===== src/rtl/liu_approx_seq_mult.sv =====
// liu_approx_seq_mult: iterative unsigned approximate multiplier.
//
// Each RUN cycle retires one multiplier bit pair (two partial products) into a
// 2*WIDTH accumulator. Product columns below APPROX_BITS use the Liu-style
// approximate cell; columns at and above it use exact addition. The number of
// approximation events per operation is counted in a saturating counter.
//
// Ports:
//   clk, rst_n            clock (rising edge), async active-low reset
//   in_valid / in_ready   operand handshake (a_in = multiplicand, b_in = multiplier)
//   out_valid / out_ready result handshake
//   product               2*WIDTH approximate product
//   err_cnt               approximation events in the last operation (saturating)
//
// Optional build macro:
//   LIU_MULT_ZERO_SKIP_EN  finish early once all remaining multiplier bits are zero.

module liu_approx_seq_mult #(
  parameter int unsigned WIDTH       = 8,
  parameter int unsigned APPROX_BITS = 4,
  parameter int unsigned ERR_W       = 8
) (
  input  logic                 clk,
  input  logic                 rst_n,
  input  logic                 in_valid,
  output logic                 in_ready,
  input  logic [WIDTH-1:0]     a_in,
  input  logic [WIDTH-1:0]     b_in,
  output logic                 out_valid,
  input  logic                 out_ready,
  output logic [2*WIDTH-1:0]   product,
  output logic [ERR_W-1:0]     err_cnt
);

  localparam int unsigned PW    = 2 * WIDTH;
  localparam int unsigned Pairs = WIDTH / 2;
  localparam int unsigned JW    = (Pairs > 1) ? $clog2(Pairs) : 1;
  localparam int unsigned CW    = $clog2(PW + 1);
  localparam int unsigned SW    = ((ERR_W > CW) ? ERR_W : CW) + 1;

  localparam logic [1:0] IDLE = 2'd0;
  localparam logic [1:0] RUN  = 2'd1;
  localparam logic [1:0] DONE = 2'd2;

  function automatic logic [PW-1:0] lo_mask_f();
    logic [PW-1:0] m;
    for (int unsigned i = 0; i < PW; i++) begin
      m[i] = (i < APPROX_BITS);
    end
    return m;
  endfunction

  localparam logic [PW-1:0]    LoMask = lo_mask_f();
  localparam logic [ERR_W-1:0] ErrMax = {ERR_W{1'b1}};

  logic [1:0]       state_q, state_d;
  logic [WIDTH-1:0] m_q, m_d;
  logic [WIDTH-1:0] q_q, q_d;
  logic [PW-1:0]    acc_q, acc_d;
  logic [ERR_W-1:0] err_q, err_d;
  logic [JW-1:0]    j_q, j_d;

  logic [JW:0]      sh;
  logic [1:0]       q_pair;
  logic [PW-1:0]    m_ext, p0, p1;
  logic [PW-1:0]    approx_sum, exact_sum, acc_step, err_bits;
  logic [CW-1:0]    err_pop;
  logic [SW-1:0]    err_sum;
  logic             run_done;

  // Partial products for the current pair (2j, 2j+1).
  always_comb begin
    sh     = {j_q, 1'b0};
    q_pair = 2'(q_q >> sh);
    m_ext  = {{WIDTH{1'b0}}, m_q};
    p0     = q_pair[0] ? (m_ext << sh) : '0;
    p1     = q_pair[1] ? ((m_ext << sh) << 1) : '0;
  end

  // Low columns: approximate cell, no carry leaves the region.
  // High columns: exact three-operand sum; low bits are masked to zero so no
  // carry enters from below.
  always_comb begin
    approx_sum = ((acc_q ^ p0) | p1) & LoMask;
    err_bits   = (acc_q ^ p0) & p1 & LoMask;
    exact_sum  = (acc_q & ~LoMask) + (p0 & ~LoMask) + (p1 & ~LoMask);
    acc_step   = approx_sum | exact_sum;
    err_pop    = '0;
    for (int unsigned i = 0; i < PW; i++) begin
      err_pop = err_pop + CW'(err_bits[i]);
    end
    err_sum = SW'(err_q) + SW'(err_pop);
  end

`ifdef LIU_MULT_ZERO_SKIP_EN
  // Stop once nothing above the current pair remains; processing a zero pair
  // leaves acc untouched, so finishing this cycle is result-identical.
  assign run_done = (j_q == JW'(Pairs - 1)) || (((q_q >> sh) >> 2) == '0);
`else
  assign run_done = (j_q == JW'(Pairs - 1));
`endif

  always_comb begin
    state_d = state_q;
    m_d     = m_q;
    q_d     = q_q;
    acc_d   = acc_q;
    err_d   = err_q;
    j_d     = j_q;
    case (state_q)
      IDLE: begin
        if (in_valid) begin
          m_d     = a_in;
          q_d     = b_in;
          acc_d   = '0;
          err_d   = '0;
          j_d     = '0;
          state_d = RUN;
        end
      end
      RUN: begin
        acc_d = acc_step;
        err_d = (err_sum > SW'(ErrMax)) ? ErrMax : err_sum[ERR_W-1:0];
        if (run_done) begin
          j_d     = '0;
          state_d = DONE;
        end else begin
          j_d = j_q + 1'b1;
        end
      end
      DONE: begin
        if (out_ready) state_d = IDLE;
      end
      default: state_d = IDLE;
    endcase
  end

  always_ff @(posedge clk or negedge rst_n) begin
    if (!rst_n) begin
      state_q <= IDLE;
      m_q     <= '0;
      q_q     <= '0;
      acc_q   <= '0;
      err_q   <= '0;
      j_q     <= '0;
    end else begin
      state_q <= state_d;
      m_q     <= m_d;
      q_q     <= q_d;
      acc_q   <= acc_d;
      err_q   <= err_d;
      j_q     <= j_d;
    end
  end

  assign in_ready  = (state_q == IDLE);
  assign out_valid = (state_q == DONE);
  assign product   = acc_q;
  assign err_cnt   = err_q;

endmodule


===== config.mk =====
export PLATFORM = sky130hd
export DESIGN_NAME = liu_approx_seq_mult
export DESIGN_NICKNAME = d
export VERILOG_FILES = /design/src/rtl/liu_approx_seq_mult.sv
export SDC_FILE = /design/constraint.sdc
export NUM_CORES = 1
export LEC_CHECK = 0
export BUFFER_PORTS_ARGS = -buffer_cell sky130_fd_sc_hd__clkbuf_2
export CORE_ASPECT_RATIO = 1.5
export CORE_UTILIZATION = 35
export DETAILED_ROUTE_END_ITERATION = 6
export GPL_TIMING_DRIVEN = 0
export PLACE_DENSITY = 0.61
export SLEW_MARGIN = 20
export SYNTH_ARGS = -nofsm -noshare
export SYNTH_HDL_FRONTEND = slang
export SYNTH_SLANG_ARGS = --single-unit

===== constraint.sdc =====
create_clock -name clk -period 8.8 [get_ports clk]
set_clock_uncertainty 0.1 [all_clocks]
set_input_delay 0 -clock clk [delete_from_list [all_inputs] [get_ports clk]]
set_output_delay 0 -clock clk [all_outputs]
set_load 0.05 [all_outputs]

Word level (Yosys, flattened, before mapping)
Index checks and enable logic that the tools add are counted.
{"block": "word_totals", "inputBits": 20, "reg_bits": 44, "wordCells": 45}
{"block": "classes", "muxes": 14, "add_sub_neg": 7, "shifts": 2, "order_cmp": 1, "n_eq_ne": 6, "n_bitwise": 4, "reduce_logical": 5}
{"cell": "two-way mux 16 bit", "n": 3}
{"cell": "adder 16 bit", "n": 2}
{"cell": "case mux 16 bit (2 select lines)", "n": 1}
{"cell": "two-way mux 8 bit", "n": 2}
{"cell": "OR 4 x 16 -> 16 bit", "n": 1}
{"cell": "case mux 8 bit (2 select lines)", "n": 1}
{"cell": "left shift 8 x 3 -> 16 bit", "n": 1}
{"cell": "two-way mux 2 bit", "n": 5}
{"cell": "adder 8 x 4 -> 9 bit", "n": 1}
{"cell": "> comparator 9 x 8 -> 1 bit (second input constant)", "n": 1}
{"cell": ">> shifter 8 x 3 -> 2 bit", "n": 1}
{"cell": "case mux 2 bit (3 select lines)", "n": 1}
{"cell": "adder 3 x 1 -> 4 bit", "n": 1}
{"cell": "bitwise AND 4 bit", "n": 1}
{"cell": "equality test 2 bit (second input constant)", "n": 2}
{"cell": "!= test 2 bit (second input constant)", "n": 2}
{"cell": "OR 4 bit", "n": 1}
{"cell": "case mux 2 bit (2 select lines)", "n": 1}
{"cell": "AND reduction 2 bit", "n": 2}
{"cell": "bitwise XOR 4 bit", "n": 1}
{"cell": "adder 2 x 1 -> 3 bit", "n": 1}
{"cell": "AND reduction 3 bit", "n": 1}
{"cell": "adder 1 x 1 -> 2 bit", "n": 1}
{"cell": "adder 2 x 1 -> 2 bit (second input constant)", "n": 1}
{"cell": "other kinds (4)", "n": 4}

Depth between registers and ports, before layout
{"block": "logic_depth", "depth_word": 11, "depth_mapped": 14}

Worst setup path before layout
Ideal clock, no wire load.
{"block": "synth_path", "path_type": "register to register", "start": "reg j_q[0]", "end": "reg acc_q[15] (netlist: product[15])", "setup_slack_ps": 5440, "path_stages_with_launch": 14, "setup_ps": 132, "n_path_buf": 2, "t_arrival_ps": 3128, "required_ps": 8568, "cell_sequence": "dfrtp_1 buf_2 buf_1 nor2_1 a21oi_1 nor2_1 fa_1 ha_1 fa_1 a21o_1 a21o_1 a21oi_1 mux2i_1 o211ai_1"}
{"block": "synth_between", "elab_chain_cells": 6}
{"element": "start, declared", "line_no": "61", "rtl": "logic [JW-1:0] j_q, j_d;"}
{"element": "start signal, assigned", "line_no": "152", "rtl": "j_q <= j_d;"}
{"element": "left shift 8 x 3 -> 16 bit / >> shifter 8 x 3 -> 2 bit (equally long branches)", "line_no": "77, 74"}
{"element": "two-way mux 16 bit", "line_no": "76", "rtl": "p0 = q_pair[0] ? (m_ext << sh) : '0;"}
{"element": "adder 16 bit", "line_no": "86", "rtl": "exact_sum = (acc_q & ~LoMask) + (p0 & ~LoMask) + (p1 & ~LoMask);"}
{"element": "adder 16 bit (*)", "line_no": "86"}
{"element": "OR 4 x 16 -> 16 bit (*)", "line_no": "87", "rtl": "acc_step = approx_sum | exact_sum;"}
{"element": "case mux 16 bit (2 select lines) (*)", "line_no": "110", "rtl": "case (state_q)"}
{"element": "end signal, assigned", "line_no": "143", "rtl": "acc_q <= '0;"}
{"element": "end signal, assigned", "line_no": "150", "rtl": "acc_q <= acc_d;"}
{"element": "end, declared", "line_no": "59", "rtl": "logic [PW-1:0] acc_q, acc_d;"}
Mark *: on every way between the ends. The rest lies on a longest branch, timed or not.
A chain may end at the register's enable or synchronous reset.

Final worst setup path
{"block": "layout_path", "start": "reg j_q[0]", "end": "reg acc_q[13] (netlist: product[13])"}
The elaborated chain is that of the path after synthesis.

==> results.sh <==
export IMPL_ant_nets=0
export IMPL_power_leakage_nw=1.83
export IMPL_relSlewSlack_pct=46.1
export IMPL_cp_max_fo=10
export IMPL_worstPathArrival_ps=3880
export IMPL_grt_pass1_vias=2844
export IMPL_ys_top_cells_by_count="nand2_1 (68), dfrtp_1 (44), nor2_1 (26)"
export IMPL_setup_viol_count_final=0
export IMPL_tns_ps=0
export IMPL_min_period_ps=3830
export IMPL_area_growth_syn_to_layout_pct=23.5
export IMPL_rows=41
export IMPL_clkTransAtPathRegs_ps=60
export IMPL_core_area_sq_mm=0.00846
export IMPL_start_kind="flop"
export IMPL_fin_nets=462
export IMPL_crit_type="reg -> reg"
export IMPL_post_route_period_util_pct=43.5
export IMPL_irDropWorstVdd_mv=0.143
export IMPL_yosys_top_cells_area="dfrtp_1 (36%), fa_1 (8.5%), nand2_1 (8.3%)"
export IMPL_hp_class="in -> reg"
export IMPL_yosysSeqAreaShare_pct=36.0
export IMPL_htreeDepth=2
export IMPL_wl_mm=7.88
export IMPL_rsz0062_at_grt="false"
export IMPL_hpwl_mm=5.92
export IMPL_dp_slack_ps=5000
export IMPL_start_util_pct=36.2
export IMPL_slew_viol_final=0
export IMPL_synthesis_nets=392
export IMPL_fmax_mhz=261
export IMPL_synth_edf_count=0
export IMPL_crit_path_cell_trace="buf_2 -> buf_1 -> nor2_1 -> a21oi_1 -> nor2_1 -> fa_1 -> ha_1 -> fa_1 -> a21o_1 -> a221oi_1 -> o211ai_1 -> xnor2_1 -> o21ai_0"
export IMPL_io_buffer_count=45
export IMPL_vias=2732
export IMPL_clock_path_buffers=2
export IMPL_die_area_sq_mm=0.00913
export IMPL_wl_per_cell_microns=15.1
export IMPL_synth_top_cell_area_share_pct=36.0
export IMPL_critical_path_buf_inv_count=2
export IMPL_synth_area_sq_mm=0.00306
export IMPL_worstSkewPairLatency_ps=290
export IMPL_grt_overflow_total=0
export IMPL_fin_ws_ps=4970
export IMPL_grt_max_degree=45
export IMPL_synth_most_common_cell="nand2_1"
export IMPL_final_layout_size_suffix_gt1_share_pct=14.4
export IMPL_syn_avg_cell_area_sq_um=8.87
export IMPL_antenna_found_initial=0
export IMPL_drc=0
export IMPL_dr_pass1_iters=4
export IMPL_cts_sinks=44
export IMPL_synthFlopType="dfrtp_1"
export IMPL_cts_tree="built"
export IMPL_cp_top_family="adder cells"
export IMPL_synth_seq_cells=44
export IMPL_ys_types=44
export IMPL_numCtsBuffers=5
export IMPL_die_y_microns=117
export IMPL_grt_usage_pct=19.0
export IMPL_tightest_slew_ps=807
export IMPL_maxCapViolCount=0
export IMPL_crit_path_max_incr_delay_ps=460
export IMPL_yosys_warnings=0
export IMPL_crit_path_top_delay_cell="fa_1"
export IMPL_r2r_slack_ps=4970
export IMPL_grt_pass1_wl_mm=13.2
export IMPL_status="finished clean"
export IMPL_dieWidth_microns=78.4
export IMPL_post_route_util_pct=44.7
export IMPL_routabilityCongestion=0.858
export IMPL_postCtsSetupBuffers=0
export IMPL_drt_initial_drc_count=111
export IMPL_vias_per_cell=5.22
export IMPL_synthArstFlopShare_pct=100
export IMPL_setup_worst_path_end_class="flop"
export IMPL_synthCells=345
export IMPL_cts_resized=0
export IMPL_required_ps=8850
export IMPL_power_density_mw_per_mm2=371
export IMPL_io_pins=46
export IMPL_yosysTopAreaCell="dfrtp_1"
export IMPL_antenna_diode_count=0
export IMPL_hold_viol=0
export IMPL_root_buffer="clkbuf_16"
[layer usage]
layer	GRT usage (%)	share of wire (%)
met5	0	0
met4	14.4	6.7
met3	2.66	2.8
met2	33.6	51
met1	20.5	40
[state kept, by name (all words and copies together), names as in the netlist]
name and cells:
state_q 2, m_q 8, product 16, err_cnt 8, q_q 8, j_q 2
[final timing paths]
| path | startpoint | to | depth (start not counted) |
|---|---|---|---|
| setup / recovery | j_q[0] | product[13] | 13 |
| hold / removal | in_valid | err_cnt[0] | 4 |
| setup reg to reg | j_q[0] | product[13] | 13 |
| hold reg to reg | q_q[5] | q_q[5] | 2 |
| max in group asynchronous | rst_n | product[12] | 2 |
| min in group asynchronous | rst_n | product[5] | 2 |
[cells by family after synthesis]
kind of cell / after synthesis / synth area share, %
simple gates: 152 / 23.1
compound gates: 72 / 15.5
fa+ha+maj: 27 / 14.2
xor+xnor: 10 / 2.86
flops: 44 / 36.0
buf+inv: 26 / 3.27
mux: 14 / 5.11
[tightest hold or removal path: cells and delay by family]
family                 cells  cell delay, ps
buffers and inverters      1             100
and+or+nand+nor            3             390
[area by class of cell]
class	instances	area [sq um]
buffer	17	66.3
fill	851	4680
inverter	9	33.8
clock buffer	6	139
multi-input combinational	275	1860
tap	107	134
clock inverter	2	38.8
timing repair buffer	63	408
sequential	44	1100
[per-stage QoR]
| step | area [sq um] | power (W) | cells | hold WS (ps) |
|---|---|---|---|---|
| floorplan | 3060 | 0.000969 | 345 | -396 |
| global placement | 3420 | 0.00115 | 497 | 94.8 |
| detailed placement | 3420 | 0.00118 | 497 | -6.19 |
| CTS | 3780 | 0.00142 | 523 | 155 |
| global route | 3780 | 0.00153 | 523 | 206 |
| finish | 3780 | 0.00140 | 523 | 156 |
[report_power, final]
part	internal, W	switching [W]	leakage, nW
clock network	0.000142	0.0000824	0.0871
logic	0.000296	0.000515	1.18
registers	0.000275	0.0000922	0.570
[cells in the final DEF (no fill, tap or decap), drive strengths merged, types with 6 or more instances in the layout]
master       instances
fa                  13
nor2                26
and2                 7
dfrtp               44
dlygate4sd3         18
ha                  14
a21o                 6
nor2b                6
a22o                 9
nand2               68
xnor2                7
clkbuf              64
mux2i               10
inv                  9
o21ai               20
nand3               20
a21oi               17
[what timing repair did]
action | 4_1_cts | 5_1_grt
hold endpoints to repair | 61 | 0
hold buffers | 18 | 0
setup endpoints to repair | 0 | 0
Power figures use the tool's default switching activity.
